==> src/rtl/writeback_queue_pkg.sv <==
// Shared types and constants for the writeback stage.
// Load funct3 encodings, datapath widths and the queue entry layout.
package writeback_queue_pkg;

  localparam int XLEN       = 64;
  localparam int REG_ADDR_W = 5;

  localparam logic [2:0] F3_LB  = 3'd0;
  localparam logic [2:0] F3_LH  = 3'd1;
  localparam logic [2:0] F3_LW  = 3'd2;
  localparam logic [2:0] F3_LD  = 3'd3;
  localparam logic [2:0] F3_LBU = 3'd4;
  localparam logic [2:0] F3_LHU = 3'd5;
  localparam logic [2:0] F3_LWU = 3'd6;

  typedef logic [REG_ADDR_W-1:0] reg_addr_t;

  typedef struct packed {
    reg_addr_t       rd;
    logic [XLEN-1:0] data;
  } wb_entry_t;

endpackage

==> src/rtl/writeback_queue_if.sv <==
// Producer-side handshakes into the writeback queue.
// The ALU path and the load path each carry a valid/ready pair.
interface writeback_queue_if;
  import writeback_queue_pkg::*;

  logic            alu_valid;
  logic            alu_ready;
  reg_addr_t       alu_rd;
  logic [XLEN-1:0] alu_data;

  logic            mem_valid;
  logic            mem_ready;
  reg_addr_t       mem_rd;
  logic [63:0]     mem_data;
  logic [2:0]      mem_funct3;
  logic [2:0]      mem_addr_lo;

  modport master (
    output alu_valid, alu_rd, alu_data,
    output mem_valid, mem_rd, mem_data,
    output mem_funct3, mem_addr_lo,
    input  alu_ready, mem_ready
  );

  modport slave (
    input  alu_valid, alu_rd, alu_data,
    input  mem_valid, mem_rd, mem_data,
    input  mem_funct3, mem_addr_lo,
    output alu_ready, mem_ready
  );

endinterface

==> src/rtl/writeback_queue_load_extend.sv <==
// Load data alignment and sign/zero extension.
// The offset is masked to natural alignment for each access size.
module load_extend
  import writeback_queue_pkg::*;
(
  input  logic [63:0]     data,
  input  logic [2:0]      funct3,
  input  logic [2:0]      addr_lo,
  output logic [XLEN-1:0] ext
);

  logic [7:0]  b;
  logic [15:0] h;
  logic [31:0] w;

  assign b = data[{addr_lo, 3'b000} +: 8];
  assign h = data[{addr_lo[2:1], 4'b0000} +: 16];
  assign w = data[{addr_lo[2], 5'b00000} +: 32];

  always_comb begin
    ext = '0;
    unique case (1'b1)
      (funct3 == F3_LB):  ext = {{(XLEN-8){b[7]}}, b};
      (funct3 == F3_LH):  ext = {{(XLEN-16){h[15]}}, h};
      (funct3 == F3_LW):  ext = {{(XLEN-32){w[31]}}, w};
      (funct3 == F3_LD):  ext = data;
      (funct3 == F3_LBU): ext = {{(XLEN-8){1'b0}}, b};
      (funct3 == F3_LHU): ext = {{(XLEN-16){1'b0}}, h};
      (funct3 == F3_LWU): ext = {{(XLEN-32){1'b0}}, w};
      default:            ext = '0;
    endcase
  end

endmodule

==> src/rtl/writeback_queue.sv <==
// In-order writeback FIFO feeding the register file write port.
// Merges ALU and load results, drains one per cycle, flags pending rds.
module writeback_queue
  import writeback_queue_pkg::*;
#(
  parameter int DEPTH = 4
) (
  input  logic               clk,
  input  logic               rst,
  writeback_queue_if.slave   prod,
  output logic               reg_write,
  output reg_addr_t          rd_addr,
  output logic [XLEN-1:0]    rd_data,
  input  reg_addr_t          rs1_addr,
  input  reg_addr_t          rs2_addr,
  output logic               rs1_pending,
  output logic               rs2_pending
);

  localparam int PW = $clog2(DEPTH);
  localparam int CW = PW + 1;

  wb_entry_t        q [DEPTH];
  logic [DEPTH-1:0] vld;
  logic [PW-1:0]    rd_ptr, wr_ptr;
  logic [CW-1:0]    count;

  logic            rdy, deq;
  logic            mem_st, alu_st;
  logic [XLEN-1:0] mem_ext;
  logic [PW-1:0]   rd_ptr_n, alu_slot;
  logic [CW-1:0]   count_n;
  wb_entry_t       mem_ent, alu_ent, head_n;
  logic            head_vld_n;

  load_extend u_ext (
    .data    (prod.mem_data),
    .funct3  (prod.mem_funct3),
    .addr_lo (prod.mem_addr_lo),
    .ext     (mem_ext)
  );

  // No credit for a same-cycle pop: room for two is judged on the flop.
  assign rdy            = !rst && (count <= CW'(DEPTH - 2));
  assign prod.alu_ready = rdy;
  assign prod.mem_ready = rdy;

  assign mem_st  = prod.mem_valid && rdy && (prod.mem_rd != '0);
  assign alu_st  = prod.alu_valid && rdy && (prod.alu_rd != '0);
  assign mem_ent = '{rd: prod.mem_rd, data: mem_ext};
  assign alu_ent = '{rd: prod.alu_rd, data: prod.alu_data};

  assign deq      = (count != '0);
  assign rd_ptr_n = rd_ptr + PW'(deq);
  assign alu_slot = wr_ptr + PW'(mem_st);
  assign count_n  = count + CW'(mem_st) + CW'(alu_st) - CW'(deq);

  // Next head: a surviving old entry, else the oldest one arriving now.
  always_comb begin
    head_n     = '0;
    head_vld_n = 1'b0;
    if (count > CW'(deq)) begin
      head_n     = q[rd_ptr_n];
      head_vld_n = 1'b1;
    end else if (mem_st) begin
      head_n     = mem_ent;
      head_vld_n = 1'b1;
    end else if (alu_st) begin
      head_n     = alu_ent;
      head_vld_n = 1'b1;
    end
  end

  always_ff @(posedge clk) begin
    if (mem_st) q[wr_ptr]   <= mem_ent;
    if (alu_st) q[alu_slot] <= alu_ent;
  end

  always_ff @(posedge clk) begin
    if (rst) begin
      rd_ptr    <= '0;
      wr_ptr    <= '0;
      count     <= '0;
      vld       <= '0;
      reg_write <= 1'b0;
      rd_addr   <= '0;
      rd_data   <= '0;
    end else begin
      count_ovf: assert (count_n <= CW'(DEPTH));
      if (deq)    vld[rd_ptr]   <= 1'b0;
      if (mem_st) vld[wr_ptr]   <= 1'b1;
      if (alu_st) vld[alu_slot] <= 1'b1;
      rd_ptr    <= rd_ptr_n;
      wr_ptr    <= wr_ptr + PW'(mem_st) + PW'(alu_st);
      count     <= count_n;
      reg_write <= head_vld_n;
      rd_addr   <= head_n.rd;
      rd_data   <= head_n.data;
    end
  end

  always_comb begin
    rs1_pending = 1'b0;
    rs2_pending = 1'b0;
    for (int i = 0; i < DEPTH; i++) begin
      if (vld[i] && q[i].rd == rs1_addr) rs1_pending = 1'b1;
      if (vld[i] && q[i].rd == rs2_addr) rs2_pending = 1'b1;
    end
    rs1_pending = rs1_pending && !rst && (rs1_addr != '0);
    rs2_pending = rs2_pending && !rst && (rs2_addr != '0);
  end

endmodule
==> src/flat_wrapper.sv <==
// flat-port wrapper written by rule: the top's interface ports become plain ports
module writeback_queue_flat import writeback_queue_pkg::*;
#(
  parameter int DEPTH = 4
)
  (clk, rst, reg_write, rd_addr, rd_data, rs1_addr, rs2_addr, rs1_pending, rs2_pending, prod_alu_valid, prod_alu_rd, prod_alu_data, prod_mem_valid, prod_mem_rd, prod_mem_data, prod_mem_funct3, prod_mem_addr_lo, prod_alu_ready, prod_mem_ready);
  writeback_queue_if prod_i ();
  input  logic clk;
  input  logic rst;
  output logic reg_write;
  output reg_addr_t rd_addr;
  output logic [XLEN-1:0] rd_data;
  input  reg_addr_t rs1_addr;
  input  reg_addr_t rs2_addr;
  output logic rs1_pending;
  output logic rs2_pending;
  input wire logic [$bits(prod_i.alu_valid)-1:0] prod_alu_valid;
  input wire logic [$bits(prod_i.alu_rd)-1:0] prod_alu_rd;
  input wire logic [$bits(prod_i.alu_data)-1:0] prod_alu_data;
  input wire logic [$bits(prod_i.mem_valid)-1:0] prod_mem_valid;
  input wire logic [$bits(prod_i.mem_rd)-1:0] prod_mem_rd;
  input wire logic [$bits(prod_i.mem_data)-1:0] prod_mem_data;
  input wire logic [$bits(prod_i.mem_funct3)-1:0] prod_mem_funct3;
  input wire logic [$bits(prod_i.mem_addr_lo)-1:0] prod_mem_addr_lo;
  output wire logic [$bits(prod_i.alu_ready)-1:0] prod_alu_ready;
  output wire logic [$bits(prod_i.mem_ready)-1:0] prod_mem_ready;
  assign prod_i.alu_valid = prod_alu_valid;
  assign prod_i.alu_rd = prod_alu_rd;
  assign prod_i.alu_data = prod_alu_data;
  assign prod_i.mem_valid = prod_mem_valid;
  assign prod_i.mem_rd = prod_mem_rd;
  assign prod_i.mem_data = prod_mem_data;
  assign prod_i.mem_funct3 = prod_mem_funct3;
  assign prod_i.mem_addr_lo = prod_mem_addr_lo;
  assign prod_alu_ready = prod_i.alu_ready;
  assign prod_mem_ready = prod_i.mem_ready;
  writeback_queue #(.DEPTH(DEPTH)) u_core (.clk(clk), .rst(rst), .prod(prod_i), .reg_write(reg_write), .rd_addr(rd_addr), .rd_data(rd_data), .rs1_addr(rs1_addr), .rs2_addr(rs2_addr), .rs1_pending(rs1_pending), .rs2_pending(rs2_pending));
endmodule
==> config.mk <==
export PLATFORM = sky130hd
export DESIGN_NAME = writeback_queue_flat
export DESIGN_NICKNAME = d
export VERILOG_FILES = /design/src/rtl/writeback_queue_pkg.sv /design/src/rtl/writeback_queue_if.sv /design/src/rtl/writeback_queue_load_extend.sv /design/src/rtl/writeback_queue.sv /design/src/flat_wrapper.sv
export SDC_FILE = /design/constraint.sdc
export NUM_CORES = 1
export LEC_CHECK = 0
export CAP_MARGIN = 20
export CORE_MARGIN = 4
export CORE_UTILIZATION = 25
export CTS_CLUSTER_DIAMETER = 80
export CTS_CLUSTER_SIZE = 12
export DETAILED_ROUTE_END_ITERATION = 8
export PLACE_DENSITY = 0.41
export SETUP_SLACK_MARGIN = 0.3
export SLEW_MARGIN = 20
export SYNTH_ARGS = -nofsm -noshare
export SYNTH_HDL_FRONTEND = slang
export SYNTH_SLANG_ARGS = --single-unit
==> constraint.sdc <==
create_clock -name clk -period 14.8 [get_ports clk]
set_input_delay 3.7 -clock clk [delete_from_list [all_inputs] [get_ports clk]]
set_output_delay 3.7 -clock clk [all_outputs]
set_load 0.01 [all_outputs]
# == Word-level counts from Yosys, hierarchy flattened ==
# Memories as Yosys holds them, arrays and structs flattened.
# Cells that the tools add are included.
# totals
regBits,81
ram_bits,276
input_bits,158
out_inout_bits,74
wordCells,99
n_memories,1
# classes
add_sub_neg,6
n_lt_le_gt_ge,8
n_eq_ne,14
n_shift,3
n_mux,29
bitwise,4
n_reduce_logical,27
# memory_table
name,words,word_bits,rd,rd_clocked_by_memory_dff,wr,line_no,source
u_core.q,4,69,5,0,2,writeback_queue.sv:23,wb_entry_t q [DEPTH];
# ops
operator,count
one-hot mux 64 bit (7 select lines),1
two-way mux 69 bit,3
variable part select 64 x 7 -> 16 bit,1
variable part select 64 x 7 -> 32 bit,1
variable part select 64 x 7 -> 8 bit,1
== test 5 bit,8
logical AND 1 bit,20
two-way mux 4 bit,5
nonzero test 5 bit,4
two-way mux 1 bit,17
== test 3 bit (second input constant),3
< comparator 2 x 3 -> 1 bit (second input constant),3
bitwise OR 4 bit,2
adder 2 x 1 -> 2 bit,3
adder 3 x 1 -> 3 bit,2
demux 1 bit (select 2 bit),3
== test 3 x 2 -> 1 bit (second input constant),2
>= comparator 2 x 1 -> 1 bit (second input constant),3
bitwise AND 4 bit,1
inverter 4 bit,1
== test 3 x 1 -> 1 bit (second input constant),1
> comparator 3 x 1 -> 1 bit,1
<= comparator 3 x 2 -> 1 bit (second input constant),1
logical NOT 3 bit,1
3 further kinds,3

# == Depth between registers and ports, before layout ==
# depth
word_depth,13
mapped_depth,13
depth_no_buf,10

# == Modules after synthesis ==
# Synthesis repeated with hierarchy kept, for this count alone.
# hier_totals
cells_unflattened,1520
hier_area_um2,19124.6
# by_module_without_submodules
mod,instances,cells_per_inst,area_per_inst_um2
writeback_queue,1,1278,17470.5
load_extend,1,242,1654.1

# == Worst setup path before layout ==
# No wires, ideal clock.
# synth_timing
kind,input -> output
start,input port rs1_addr[2]
end,output port rs1_pending
arrival_time_ns,4.710
t_required_ns,11.100
path_slack_ns,6.390
path_stages,6
path_buffers,1
cell_sequence,clkbuf_1 -> xor2_1 -> nor4_1 -> and3_1 -> a31oi_1 -> a31oi_1
# synth_between
elab_chain_cells,8
elab_cells_between_ends,15
# synth_rtl
item,line_no,source
start: declaration,flat_wrapper.sv:13,input reg_addr_t rs1_addr;
== test 5 bit,writeback_queue.sv:106,if (vld[i] && q[i].rd == rs1_addr) rs1_pending = 1'b1;
logical AND 1 bit,writeback_queue.sv:106,
two-way mux 1 bit (4 in series),writeback_queue.sv:106,
logical AND 1 bit,writeback_queue.sv:109,rs1_pending = rs1_pending && !rst && (rs1_addr != '0);
logical AND 1 bit (*),writeback_queue.sv:109,
end: declaration,flat_wrapper.sv:15,output logic rs1_pending;
# Every way passes the cells marked *; elsewhere a longest branch is shown, timed or not.

# == Worst setup path in the final report ==
# layout_timing
start,input port rst
end,output port rs2_pending
# layout_between
elab_chain_cells,3
# layout_rtl
item,line_no,source
start: declaration,flat_wrapper.sv:9,input logic rst;
logical NOT 1 bit,writeback_queue.sv:110,rs2_pending = rs2_pending && !rst && (rs2_addr != '0);
logical AND 1 bit (2 in series),writeback_queue.sv:110,
end: declaration,flat_wrapper.sv:16,output logic rs2_pending;
# No other way between the ends.

==> summary.txt <==
Clock tree
  – Root buf cell: clkbuf_16
  – Clock Tree Buf Depth: 3
  – H-Tree Depth: 2
  – TritonCTS clock tree: done
  – Resized Gates After CTS: 0
  – Hold-fix buffers, CTS: 0
  – CTS clk-pin slew, worst paths: 70 ps
  – Total CTS buffers: 39
  – Post-CTS Setup Inserts: 0
  – Clock sink total: 357
  – Clk Latency, worst-skew pair: 570 ps

Detailed routing
  – Vias: 14,556
  – Drt first pass iters: 5
  – Post-route ant nets: 0
  – Drt via density: 5.60
  – DR iter-0 viols: 1,367
  – Total wire length: 79,200 um
  – WL/cell: 30.5 um
  – DR DRC count: 0

Synth
  – Simple-Gate Fraction of Synth Area: 0.0826
  – Xor/xnor share of the synthesized area: 0.0202
  – Synth Register Bits: 357
  – Post-Syn Area: 0.0191 mm2
  – Synth Flop Type: edfxtp_1
  – Cells after Synth: 1,446
  – Post-synth EDFFs: 276
  – Multiplexer share of the synthesized area: 0.149
  – Synth Area in Adders: 0.00604
  – Synth unique cells: 63
  – Main combinational cell family by area after synthesis: compound AO/OA/AOI/OAI gates
  – Post-synthesis async set-or-reset flop share: 0
  – Compound-Gate Fraction of Synth Area: 0.178
  – Post-synthesis sequential area ratio: 0.520
  – Mapped Avg Cell Area: 13.2 um2
  – Syn. warnings: 0
  – Mapped Nets: 1,612

STA
  – Worst setup margin: 5150 ps
  – Fmax: 104 MHz
  – Final TNS setup: 0 ps
  – Setup Skew: 20.8 ps
  – Hold_ws: 545 ps
  – Max-slew violation count: 0
  – RSZ-0062 raised after global routing: no
  – Max transition margin: 0.222
  – Final hold viol count: 0
  – Final min period: 9650 ps
  – # setup viols final: 0
  – Final Cycle Share: 0.652
  – Worst-Margin Slew: 1170 ps

Power
  – Power density cells: 177 mW/mm2
  – PnR Total Power: 4.13 mW
  – Static leakage: 8.17 nW
  – Peak supply drop: 0.105 mV

Critical path
  – R2r setup slk: 9080 ps
  – WP data arrival: 5950 ps
  – RR Startpoint: u_core.count[1]
  – Critical R2R Capture: u_core.q[2][33]
  – CP Class: primary input to output port
  – Startpoint types: primary input
  – Crit path capture type: output port
  – Worst EP required: 11,100 ps
  – Crit path max fanout: 18
  – Worst reg2reg path depth: 12

Global route
  – Pin count of the biggest net entering global routing: 87
  – Vias in the first global route: 14,857
  – First-pass GRT wire length: 113,000 um
  – Gr usage total: 0.189
  – Antenna violations before repair: 19
  – Total gr overflow: 0

Die
  – Die Span Y: 284 um
  – Core area: 0.0749 mm2
  – Initial core utilization: 0.254
  – Die ar.: 0.0807 mm2
  – FP Rows: 100
  – IO Count: 232
  – Die extent in x: 284 um

Layout
  – Post-layout nets: 1,759
  – Layout Area Growth over Synthesis: 22.6%
  – Fraction of layout cells with a size suffix above 1: 0.171
  – Final instance area: 0.0233 mm2
  – Non-filler instance count after layout: 2,599
  – Post-layout util: 0.312
  – Filler cells: 7,427

Placed design
  – Area after DPL: 0.0221 mm2
  – Inst Count DP: 2,521
  – PortBufs: 231
  – Final HPWL DP: 49,200 um
  – Worst slack, placed: 4620 ps
  – Gpl congestion: 0.793

Worst hold path
  – Hold Path Class: flip-flop to flip-flop
  – Hold Path Sink: u_core.vld[1]
  – Cell depth of the worst hold path: 2
  – Hold Crit Start: u_core.vld[1]

Flow run
  – Reported max-cap violation count: 0

Status
  – Status: finished clean
worst max path at each step:
| stage | startpoint | endpoint | slack, ps | depth (start not counted) |
|---|---|---|---|---|
| final | rst | rs2_pending | 5150 | 5 |
| after global routing | rst | u_core.q[2][33] | 4920 | 12 |
| after CTS | rst | rs2_pending | 5090 | 5 |
| after detailed placement | rst | u_core.q[2][33] | 4620 | 12 |
| after global placement | rst | u_core.q[2][33] | 4810 | 12 |
| after floorplan | rs1_addr[2] | rs1_pending | 6390 | 6 |
per-layer routing:
metal,part of all wire,GRT usage
met5,0.0011,0
met4,0.017,0.0370
met3,0.093,0.0548
met2,0.46,0.300
met1,0.43,0.260
synth_stat cells (5+ instances only):
cell type / count / area, um2
o221a_1: 119 / 1340
mux2_2: 69 / 777
mux2i_1: 17 / 170
ha_1: 6 / 75.1
a31oi_1: 92 / 576
buf_6: 17 / 191
a221oi_1: 14 / 123
o21ai_0: 7 / 35.0
buf_2: 49 / 245
o221a_2: 9 / 101
dfxtp_1: 81 / 1620
inv_1: 13 / 48.8
nor3_1: 5 / 25.0
mux4_2: 83 / 1870
xor2_1: 35 / 307
nor2_1: 105 / 394
nor4_1: 8 / 50.1
xnor2_1: 9 / 78.8
buf_1: 10 / 37.5
a22oi_1: 33 / 248
and2_1: 5 / 31.3
clkbuf_1: 67 / 251
edfxtp_1: 276 / 8290
a221oi_2: 10 / 150
and3_1: 35 / 219
nand3_1: 81 / 405
nand2_1: 53 / 199
a22o_1: 31 / 272
buf_4: 9 / 67.6
a21o_1: 32 / 240
layout by cell type, fill, tap and decap left out, drive strengths merged, types with 53 or more instances in the layout:
cell type,count
edfxtp,276
clkdlybuf4s50,230
o221a,128
nor2,105
a31oi,92
nand3,85
mux4,83
dfxtp,81
mux2,71
clkbuf,61
nand2,53
layout make-up:
type / instances / area [um2] / share of cell area
Inverter: 14 / 52.6 / 0.00225
Multi-Input combinational cell: 923 / 8440 / 0.361
Timing Repair Buffer: 258 / 2510 / 0.107
Sequential cell: 357 / 9910 / 0.424
Clock inverter: 10 / 111 / 0.00477
Tap cell: 969 / 1210 / 0.0519
Clock buffer: 61 / 1100 / 0.0472
Antenna cell: 7 / 17.5 / 0.000750
cells by family after synthesis:
kind of cell,after synthesis
compound gates,381
xor+xnor,44
fa+ha+maj,8
buf+inv,166
flops,357
mux,171
simple gates,319
worst max-delay path, stage by stage:
cell	delay, ps
clkdlybuf4s50_1	870
inv_1	470
o21ai_0	150
a31oi_1	180
clkdlybuf4s50_1	570
state kept, by name (all words and copies together) (netlist names):
signal	flops
u_core.wr_ptr	2
u_core.count	3
u_core.rd_addr	5
u_core.reg_write	1
u_core.q	276
u_core.rd_data	64
u_core.rd_ptr	2
u_core.vld	4
power breakdown:
part / total [mW] / switching (mW) / leakage (nW) / internal (mW)
clock: 0.983 / 0.446 / 0.581 / 0.537
sequential: 1.38 / 0.0631 / 3.22 / 1.32
combinational: 1.76 / 0.966 / 4.37 / 0.798
total: 4.13 / 1.48 / 8.17 / 2.66
Note: power is estimated with default switching activity, not from simulation.
